[config.mk]
export PLATFORM = sky130hd
export DESIGN_NAME = pattern_matcher
export DESIGN_NICKNAME = d
export VERILOG_FILES = /design/src/rtl/pattern_matcher_pkg.sv /design/src/rtl/pattern_matcher_popcount7.sv /design/src/rtl/pattern_matcher.sv
export SDC_FILE = /design/constraint.sdc
export NUM_CORES = 1
export LEC_CHECK = 0
export CORE_MARGIN = 5
export CORE_UTILIZATION = 40
export CTS_BUF_LIST = sky130_fd_sc_hd__clkbuf_8
export CTS_CLUSTER_DIAMETER = 60
export DETAILED_ROUTE_END_ITERATION = 7
export PLACE_DENSITY = 0.63
export SYNTH_ARGS = -nofsm -noshare
export SYNTH_HDL_FRONTEND = slang
export SYNTH_SLANG_ARGS = --single-unit
[constraint.sdc]
create_clock -name clk -period 11.02 [get_ports clk]
set_input_delay 1.653 -clock clk [delete_from_list [all_inputs] [get_ports clk]]
set_output_delay 1.653 -clock clk [all_outputs]
set_load 0.02 [all_outputs]
[src/rtl/pattern_matcher_pkg.sv]
// Shared constants, template-load FSM encoding and pipeline stage records
// for the 7x7 binary pattern matcher.
package pattern_matcher_pkg;
  localparam int WIN      = 7;
  localparam int WIN_BITS = 49;
  localparam int SCORE_W  = 6;
  localparam int STAGES   = 3;

  typedef enum logic [1:0] {
    TS_IDLE = 2'd0,
    TS_LOAD = 2'd1,
    TS_PEND = 2'd2
  } tmpl_state_t;

  // S1 -> S2: per-bit agreement plus the window's side information
  typedef struct packed {
    logic [WIN_BITS-1:0] agree;
    logic [9:0]          cx;
    logic [8:0]          cy;
    logic                rdy;
    logic                last;
  } s1_t;

  // S2 -> S3: 3-bit popcount per row group
  typedef struct packed {
    logic [WIN-1:0][2:0] grp;
    logic [9:0]          cx;
    logic [8:0]          cy;
    logic                rdy;
    logic                last;
  } s2_t;
endpackage

[src/rtl/pattern_matcher_popcount7.sv]
// Combinational population count of a 7-bit group.
//  bits  in  7  group of agree bits
//  count out 3  number of set bits, 0..7
module pattern_matcher_popcount7 (
  input  logic [6:0] bits,
  output logic [2:0] count
);
  always_comb begin
    count = '0;
    for (int i = 0; i < 7; i++) count = count + {2'b00, bits[i]};
  end
endmodule

[src/rtl/pattern_matcher.sv]
// Final detection stage: binarises a 7x7 window against a threshold, scores
// agreement with a serially loaded template, flags matches and counts them
// per frame.
//  clk, reset (async, active-low)
//  window_valid, linear_mem1..7 : window rows 0..6, column c at [PIX_W*c +: PIX_W]
//  threshold, match_min         : binarisation level, minimum matching score
//  tmpl_start/tmpl_bit_valid/tmpl_bit : serial template load, first bit -> bit 48
//  tmpl_ready                   : a template has been committed since reset
//  match_valid/match/score/match_x/match_y : per in-frame window result
//  frame_done/match_count       : end-of-frame pulse and last frame's total
module pattern_matcher
  import pattern_matcher_pkg::*;
#(
  parameter int PIX_W = 8,
  parameter int IMG_W = 640,
  parameter int IMG_H = 480
) (
  input  logic               clk,
  input  logic               reset,
  input  logic               window_valid,
  input  logic [7*PIX_W-1:0] linear_mem1,
  input  logic [7*PIX_W-1:0] linear_mem2,
  input  logic [7*PIX_W-1:0] linear_mem3,
  input  logic [7*PIX_W-1:0] linear_mem4,
  input  logic [7*PIX_W-1:0] linear_mem5,
  input  logic [7*PIX_W-1:0] linear_mem6,
  input  logic [7*PIX_W-1:0] linear_mem7,
  input  logic [PIX_W-1:0]   threshold,
  input  logic [5:0]         match_min,
  input  logic               tmpl_start,
  input  logic               tmpl_bit_valid,
  input  logic               tmpl_bit,
  output logic               tmpl_ready,
  output logic               match_valid,
  output logic               match,
  output logic [5:0]         score,
  output logic [9:0]         match_x,
  output logic [8:0]         match_y,
  output logic               frame_done,
  output logic [15:0]        match_count
);
  logic [WIN-1:0][7*PIX_W-1:0] rows;
  logic [WIN_BITS-1:0]         bin;
  logic [9:0]                  x_q;
  logic [8:0]                  y_q;
  logic                        frame_start, in_frame, last_win;

  assign rows = {linear_mem7, linear_mem6, linear_mem5, linear_mem4,
                 linear_mem3, linear_mem2, linear_mem1};

  for (genvar r = 0; r < WIN; r++) begin : g_row
    for (genvar c = 0; c < WIN; c++) begin : g_col
      assign bin[WIN*r+c] = rows[r][PIX_W*c +: PIX_W] >= threshold;
    end
  end

  // x/y give the position of the window presented this cycle
  assign frame_start = window_valid && (x_q == '0) && (y_q == '0);
  assign in_frame    = (x_q >= 10'd6) && (y_q >= 9'd6);
  assign last_win    = (x_q == 10'(IMG_W-1)) && (y_q == 9'(IMG_H-1));

  always_ff @(posedge clk or negedge reset) begin
    if (!reset) begin
      x_q <= '0;
      y_q <= '0;
    end else if (window_valid) begin
      if (x_q == 10'(IMG_W-1)) begin
        x_q <= '0;
        y_q <= (y_q == 9'(IMG_H-1)) ? '0 : y_q + 9'd1;
      end else begin
        x_q <= x_q + 10'd1;
      end
    end
  end

  // ---- template load FSM ----
  tmpl_state_t         st_q, st_d;
  logic [5:0]          cnt_q, cnt_d;
  logic [WIN_BITS-1:0] shadow_q, shadow_d, active_q, active_d;
  logic                ready_q, ready_d, commit;

  always_comb begin
    st_d     = st_q;
    cnt_d    = cnt_q;
    shadow_d = shadow_q;
    active_d = active_q;
    ready_d  = ready_q;
    commit   = 1'b0;
    if (tmpl_start) begin
      st_d  = TS_LOAD;
      cnt_d = '0;
    end else begin
      case (st_q)
        TS_LOAD: if (tmpl_bit_valid) begin
          shadow_d = {shadow_q[WIN_BITS-2:0], tmpl_bit};
          cnt_d    = cnt_q + 6'd1;
          if (cnt_q == 6'(WIN_BITS-1)) st_d = TS_PEND;
        end
        TS_PEND: if (frame_start) begin
          commit   = 1'b1;
          active_d = shadow_q;
          ready_d  = 1'b1;
          st_d     = TS_IDLE;
        end
        default: ;
      endcase
    end
  end

  always_ff @(posedge clk or negedge reset) begin
    if (!reset) begin
      st_q     <= TS_IDLE;
      cnt_q    <= '0;
      shadow_q <= '0;
      active_q <= '0;
      ready_q  <= 1'b0;
    end else begin
      st_q     <= st_d;
      cnt_q    <= cnt_d;
      shadow_q <= shadow_d;
      active_q <= active_d;
      ready_q  <= ready_d;
    end
  end

  assign tmpl_ready = ready_q;

  // ---- pipeline ----
  logic [STAGES:1]       vld_pipe;
  s1_t                   s1_q;
  s2_t                   s2_q;
  logic [WIN-1:0][2:0]   grp;
  logic [SCORE_W-1:0]    score_c;
  logic                  hit;
  logic [15:0]           fcnt_q, tot;
  logic [WIN_BITS-1:0]   tmpl_use;

  // The committing window already sees the new template
  assign tmpl_use = commit ? shadow_q : active_q;

  for (genvar g = 0; g < WIN; g++) begin : g_pc
    pattern_matcher_popcount7 u_pc (.bits(s1_q.agree[WIN*g +: WIN]), .count(grp[g]));
  end

  always_comb begin
    score_c = '0;
    for (int g = 0; g < WIN; g++) score_c = score_c + {3'b000, s2_q.grp[g]};
  end

  assign hit = vld_pipe[2] && s2_q.rdy && (score_c >= match_min);
  assign tot = (fcnt_q == 16'hFFFF) ? fcnt_q : fcnt_q + {15'd0, hit};
  assign match_valid = vld_pipe[3];

  always_ff @(posedge clk or negedge reset) begin
    if (!reset) begin
      vld_pipe    <= '0;
      s1_q        <= '0;
      s2_q        <= '0;
      score       <= '0;
      match       <= 1'b0;
      match_x     <= '0;
      match_y     <= '0;
      frame_done  <= 1'b0;
      match_count <= '0;
      fcnt_q      <= '0;
    end else begin
      vld_pipe   <= {vld_pipe[STAGES-1:1], window_valid && in_frame};
      s1_q.agree <= ~(bin ^ tmpl_use);
      s1_q.cx    <= x_q - 10'd3;
      s1_q.cy    <= y_q - 9'd3;
      s1_q.rdy   <= ready_d;
      s1_q.last  <= last_win;
      s2_q.grp   <= grp;
      s2_q.cx    <= s1_q.cx;
      s2_q.cy    <= s1_q.cy;
      s2_q.rdy   <= s1_q.rdy;
      s2_q.last  <= s1_q.last;
      score      <= score_c;
      match      <= hit;
      match_x    <= s2_q.cx;
      match_y    <= s2_q.cy;
      frame_done <= vld_pipe[2] && s2_q.last;
      if (vld_pipe[2] && s2_q.last) begin
        match_count <= tot;
        fcnt_q      <= '0;
      end else begin
        fcnt_q      <= tot;
      end
    end
  end
endmodule

# Yosys cells after proc, flatten, opt, wreduce, memory -nomap -nowiden
# Index checks and enable logic that the tools add are counted.
# classes
mul	0
n_addsub	54
bitwise_logic	3
order_cmp	52
n_div	0
n_shift	0
n_reduce_logical	18
muxes	16
n_eq_ne	9
# ops
operator	n
8-bit greater-or-equal comparator	49
3-bit by 1-bit adder with 3-bit output	35
49-bit two-way mux	1
49-bit inverter	1
49-bit XOR	1
16-bit two-way mux	2
6-bit by 3-bit adder with 6-bit output	3
6-bit two-way mux	3
16-bit by 1-bit adder with 16-bit output	1
16-bit equality test (second input constant)	1
1-bit by 1-bit adder with 2-bit output	7
10-bit by 1-bit adder with 10-bit output (second input constant)	1
10-bit equality test (second input constant)	1
10-bit by 3-bit greater-or-equal comparator with 1-bit output (second input constant)	1
10-bit zero test	1
10-bit two-way mux	1
10-bit by 2-bit subtractor with 10-bit output (second input constant)	1
9-bit by 1-bit adder with 9-bit output (second input constant)	1
9-bit equality test (second input constant)	1
9-bit by 3-bit greater-or-equal comparator with 1-bit output (second input constant)	1
9-bit zero test	1
9-bit two-way mux	1
3-bit != test (second input constant)	3
9-bit by 2-bit subtractor with 9-bit output (second input constant)	1
18 further kinds	33
# totals
mem_bits_ro	0
regBits	299
inputBits	412
latchBits	0
mem_count	0
wordCells	182
ramBits	0

# Longest topological paths before layout
# depth
word_depth	11
ltp_mapped	21

# Cells and area by module
# A second synthesis with hierarchy kept.
# hier_totals
cells_unflattened	1730
area_unflattened_um2	20164.3
# modules_own_cells
mod	instances	seq_area_each_um2	cells_each	area_each_um2
pattern_matcher	1	7482.2	1646	19393.6
pattern_matcher_popcount7	7	0.0	12	110.1

# Worst setup path before layout
# No wires, ideal clock.
# synth_timing
path_type	reg2reg
from	register s2_q[23] (netlist bit)
to	register match_count[8]
n_path_buf	0
arrival_time_ns	4.953
stages_incl_launch_ff	21
path_slack_ns	5.934
required_ns	10.887
setup_time_ns	0.133
path_cell_list	dfrtp_1 fa_1 inv_1 fa_1 fa_1 inv_1 fa_1 fa_1 a21o_1 a21o_1 ha_1 and2_1 o211ai_1 o21ai_0 ha_1 ha_1 nand3_1 nor2_1 nand4_1 xor2_1 o21ai_0
# synth_via
elab_chain_len	10
# synth_rtl
item	line	text
start: declaration	pattern_matcher.sv:131	s2_t s2_q;
3-bit by 3-bit adder with 4-bit output	pattern_matcher.sv:147	for (int g = 0; g < WIN; g++) score_c = score_c + {3'b000, s2_q.grp[g]};
4-bit by 3-bit adder with 5-bit output	pattern_matcher.sv:147	
5-bit by 3-bit adder with 6-bit output	pattern_matcher.sv:147	
6-bit by 3-bit adder with 6-bit output (3 in a row)	pattern_matcher.sv:147	
via score_c[5]	pattern_matcher.sv:133	logic [SCORE_W-1:0] score_c;
6-bit greater-or-equal comparator	pattern_matcher.sv:150	assign hit = vld_pipe[2] && s2_q.rdy && (score_c >= match_min);
1-bit logical AND	pattern_matcher.sv:150	
via hit	pattern_matcher.sv:134	logic hit;
16-bit by 1-bit adder with 16-bit output	pattern_matcher.sv:151	assign tot = (fcnt_q == 16'hFFFF) ? fcnt_q : fcnt_q + {15'd0, hit};
16-bit two-way mux	pattern_matcher.sv:151	
end signal: assignment	pattern_matcher.sv:184	match_count <= tot;
end: declaration	pattern_matcher.sv:40	output logic [15:0] match_count
# The timed path passes the listed nets, and every way through them passes these cells.
# A chain may end at the register's enable or synchronous reset.

# Worst setup path in the final report
# layout_timing
from	register s2_q[23] (netlist bit)
to	register match_count[14]
# The elaborated chain is that of the path after synthesis.

==> impl_metrics.yaml <==
synth:
  synthArstFlopShare_pct: 100
  netlist_area_mm2: 0.0205
  ys_warn_count: 0
  synth_flop_cell: "dfrtp_1"
  yosysSeqAreaShare_pct: 36.6
  ys_top_cells_by_area: "dfrtp_1 (37%), ha_1 (27%), mux2_4 (3.4%)"
  synth_cell_types: 46
  yosys.area.top_type: "dfrtp_1"
  syn_inst: 1771
  synth_nets: 2654
  syn_area_per_cell_um2: 11.6
  synth_top_area_share_pct: 36.6
  synth_edf_count: 0
  ys_ff_latch: 299
clock_tree:
  cts_resized: 0
  htree_levels: 2
  clk_pin_slew_ps: 60
  cts-root-buf: "clkbuf_8"
  cts_tree: "yes"
  post-cts-setup-buffers: 0
  clk_latency_ps: 610
  cts_made_buffers: 51
  ctsHoldBuffers: 0
  cts_sinks: 299
  cts_buffer_depth: 3
routing:
  wirelength_mm: 54.3
  drc: 0
  num_vias: 15000
  wl_per_cell_um: 18.3
  viasPerCell: 5.05
  drtAntennaViolNets: 0
  drt_iter0_markers: 554
  first_pass_iters: 5
setup_path:
  worstSetupPathType: "register to register"
  required_ps: 11470
  critPathCaptureType: "register"
  cp-start-kind: "register"
  worstPathMaxFanout: 5
  cp.arrival_ps: 6070
power_and_ir_drop:
  p_seq_share_pct: 30.6
  p_sw_uw: 1590
  p_int_uw: 2920
  pwr-share-comb_pct: 46.4
  ir_drop_mv: 0.523
  swShare_pct: 35.3
  p_leak_uw: 0.0135
  p_clk_share_pct: 23.0
  powerDensity_mw_per_mm2: 168
floorplan:
  dieWidth_um: 236
  die_h_um: 236
  placementRows: 82
  core_area_mm2: 0.0504
  start_util_pct: 40.6
  ios: 457
  dieArea_mm2: 0.0558
sta:
  rsz0062_at_grt: "false"
  worst_slew_margin_rel_pct: 31.3
  fin_crit_sh_pct: 51.0
  tns_ps: 0
  clock_skew_ps: 50.1
  hold_ws_ps: 316
  finalHoldViolCount: 0
  finalCriticalPeriod_ps: 5620
  slew_viol_final: 0
  setup_viol: 0
  tightestPinTransition_ps: 1030
  fmax_ghz: 0.178
placement:
  placed_area_mm2: 0.0258
  hpwl_mm: 41.2
  dpl.cell_count: 2880
  port_buffers: 456
  gp_congestion: 0.840
grt:
  grt_remaining_overflow: 0
  grt_max_degree: 189
  antenna_found_initial: 5
  grt_pass1_wl_mm: 87.6
  grt_pass1_vias: 16300
  track_usage_pct: 19.2
cells_and_area:
  stdcell_count: 2975
  design_area_mm2: 0.0269
  synthToLayoutAreaGrowth_pct: 31.5
  layout-drive-gt1-share_pct: 8.61
  utilization_pct: 53.4
  fin_nets: 3144
worst_hold_path:
  worst_hold_path_type: "register to register"
run_status:
  status: "completed"
flow_run:
  max_cap_viol_count: 0
-- synthesized netlist by cell type, types with 2 or more instances --
cell,n
nor2_1,49
nand3_1,17
clkbuf_1,17
and2_1,4
inv_1,160
mux2_2,53
a21o_1,61
nor3b_1,2
o211ai_1,3
a31oi_1,50
and4_1,2
a221o_1,46
a211oi_1,49
nand4_1,20
xnor2_1,24
nor4_4,2
nor4_1,3
fa_1,34
o31ai_1,4
mux2i_1,3
and3_1,58
nand2_1,41
buf_2,4
mux2_4,46
dfrtp_1,299
o21bai_1,46
o21ai_0,76
a21oi_1,12
xor2_1,71
buf_6,6
nand2b_1,51
ha_1,437
nor3_1,8
-- worst paths after layout --
kind                               start               to  slack, ps  cells after the start
worst max-delay path            s2_q[23]  match_count[14]       5400                     19
worst min-delay path             s1_q[4]          s2_q[4]        320                      0
worst max register to register  s2_q[23]  match_count[14]       5400                     19
worst min register to register   s1_q[4]          s2_q[4]        320                      0
max in group asynchronous          reset         s2_q[32]       8420                      2
min in group asynchronous          reset       match_x[6]       1070                      1
-- metrics by stage --
stage	power, uW	setup slack [ps]
floorplan	2840	5930
global placement	3440	5400
detailed placement	3530	5290
CTS	4600	5330
global route	4950	5010
finish	4510	5400
-- power groups by stage --
stage / registers (uW) / clock network (uW) / logic (uW)
after floorplan: 1390 / 0 / 1450
after global placement: 1400 / 0 / 2040
after detailed placement: 1400 / 0 / 2120
after CTS: 1380 / 1080 / 2140
after global routing: 1400 / 1140 / 2420
final: 1380 / 1040 / 2100
-- sequential cells by signal, indices dropped and copies added, names as in the netlist --
| register | flops |
|---|---|
| active_q | 49 |
| cnt_q | 6 |
| fcnt_q | 16 |
| frame_done | 1 |
| match | 1 |
| match_count | 16 |
| match_x | 10 |
| match_y | 9 |
| s1_q | 70 |
| s2_q | 42 |
| score | 6 |
| shadow_q | 49 |
| st_q | 2 |
| vld_pipe | 3 |
| x_q | 10 |
| y_q | 9 |
-- kinds of logic (layout without fill, tap and decap cells) --
group / after synthesis / after routing / synth area share, %
other: 0 / 4 / 0
AOI/OAI and AO/OA: 350 / 350 / 12.1
xor gates and xnor gates: 95 / 95 / 4.07
and+or+nand+nor: 263 / 263 / 7.00
DFF: 299 / 299 / 36.6
buffers and inverters: 191 / 719 / 3.80
adders and majority gates: 471 / 471 / 30.1
muxes: 102 / 102 / 6.44
-- cells in the final DEF, fill, tap and decap left out, drive strengths merged, types with 5 or more instances in the layout --
| cell type | synthesis | layout |
|---|---|---|
| clkdlybuf4s50 | 0 | 454 |
| ha | 437 | 437 |
| dfrtp | 299 | 299 |
| inv | 160 | 178 |
| mux2 | 99 | 99 |
| o21ai | 76 | 76 |
| xor2 | 71 | 71 |
| clkbuf | 18 | 63 |
| a21o | 61 | 61 |
| and3 | 59 | 59 |
| nand2b | 51 | 51 |
| a31oi | 50 | 50 |
| a211oi | 49 | 49 |
| nor2 | 49 | 49 |
| o21bai | 46 | 46 |
| a221o | 46 | 46 |
| nand2 | 41 | 41 |
| fa | 34 | 34 |
| xnor2 | 24 | 24 |
| nand4 | 20 | 20 |
| nand3 | 17 | 17 |
| buf | 11 | 13 |
| a21oi | 12 | 12 |
| nor3 | 8 | 8 |
| clkinv | 1 | 7 |
| nor4 | 5 | 5 |
-- area by class of cell --
class                   count  area [um^2]
fillers                  4473        23500
multi-input cells        1281        12200
flip-flops and latches    299         7480
repair buffers            467         4660
clock buffers              63          867
well taps                 672          841
inverters                 161          604
clock inverters            28          225
diodes                      4         10.0
-- worst max-delay path: stages, from the launching register on --
cell and delay, ps:
dfrtp_1 390, fa_1 530, inv_1 50, fa_1 500, fa_1 550, inv_1 50
fa_1 510, fa_1 480, a21o_1 190, a21o_1 200, ha_1 290, nand4_1 90
o21ai_0 360, ha_1 260, ha_1 220, nand3_1 110, nor2_1 280, nand4b_1 170
xor2_1 180, o21ai_0 100
-- per-layer routing --
layer	share of wire [%]	routed length, um	up-vias	global-route usage [%]
met2	49	26800	354	33.3
met4	2.5	1380	2	5.77
li1	-	-	7431	-
met3	5.9	3190	92	4.75
met1	42	22900	7156	23.9
met5	0.013	7	-	0
(Power assumes the default switching activity.)
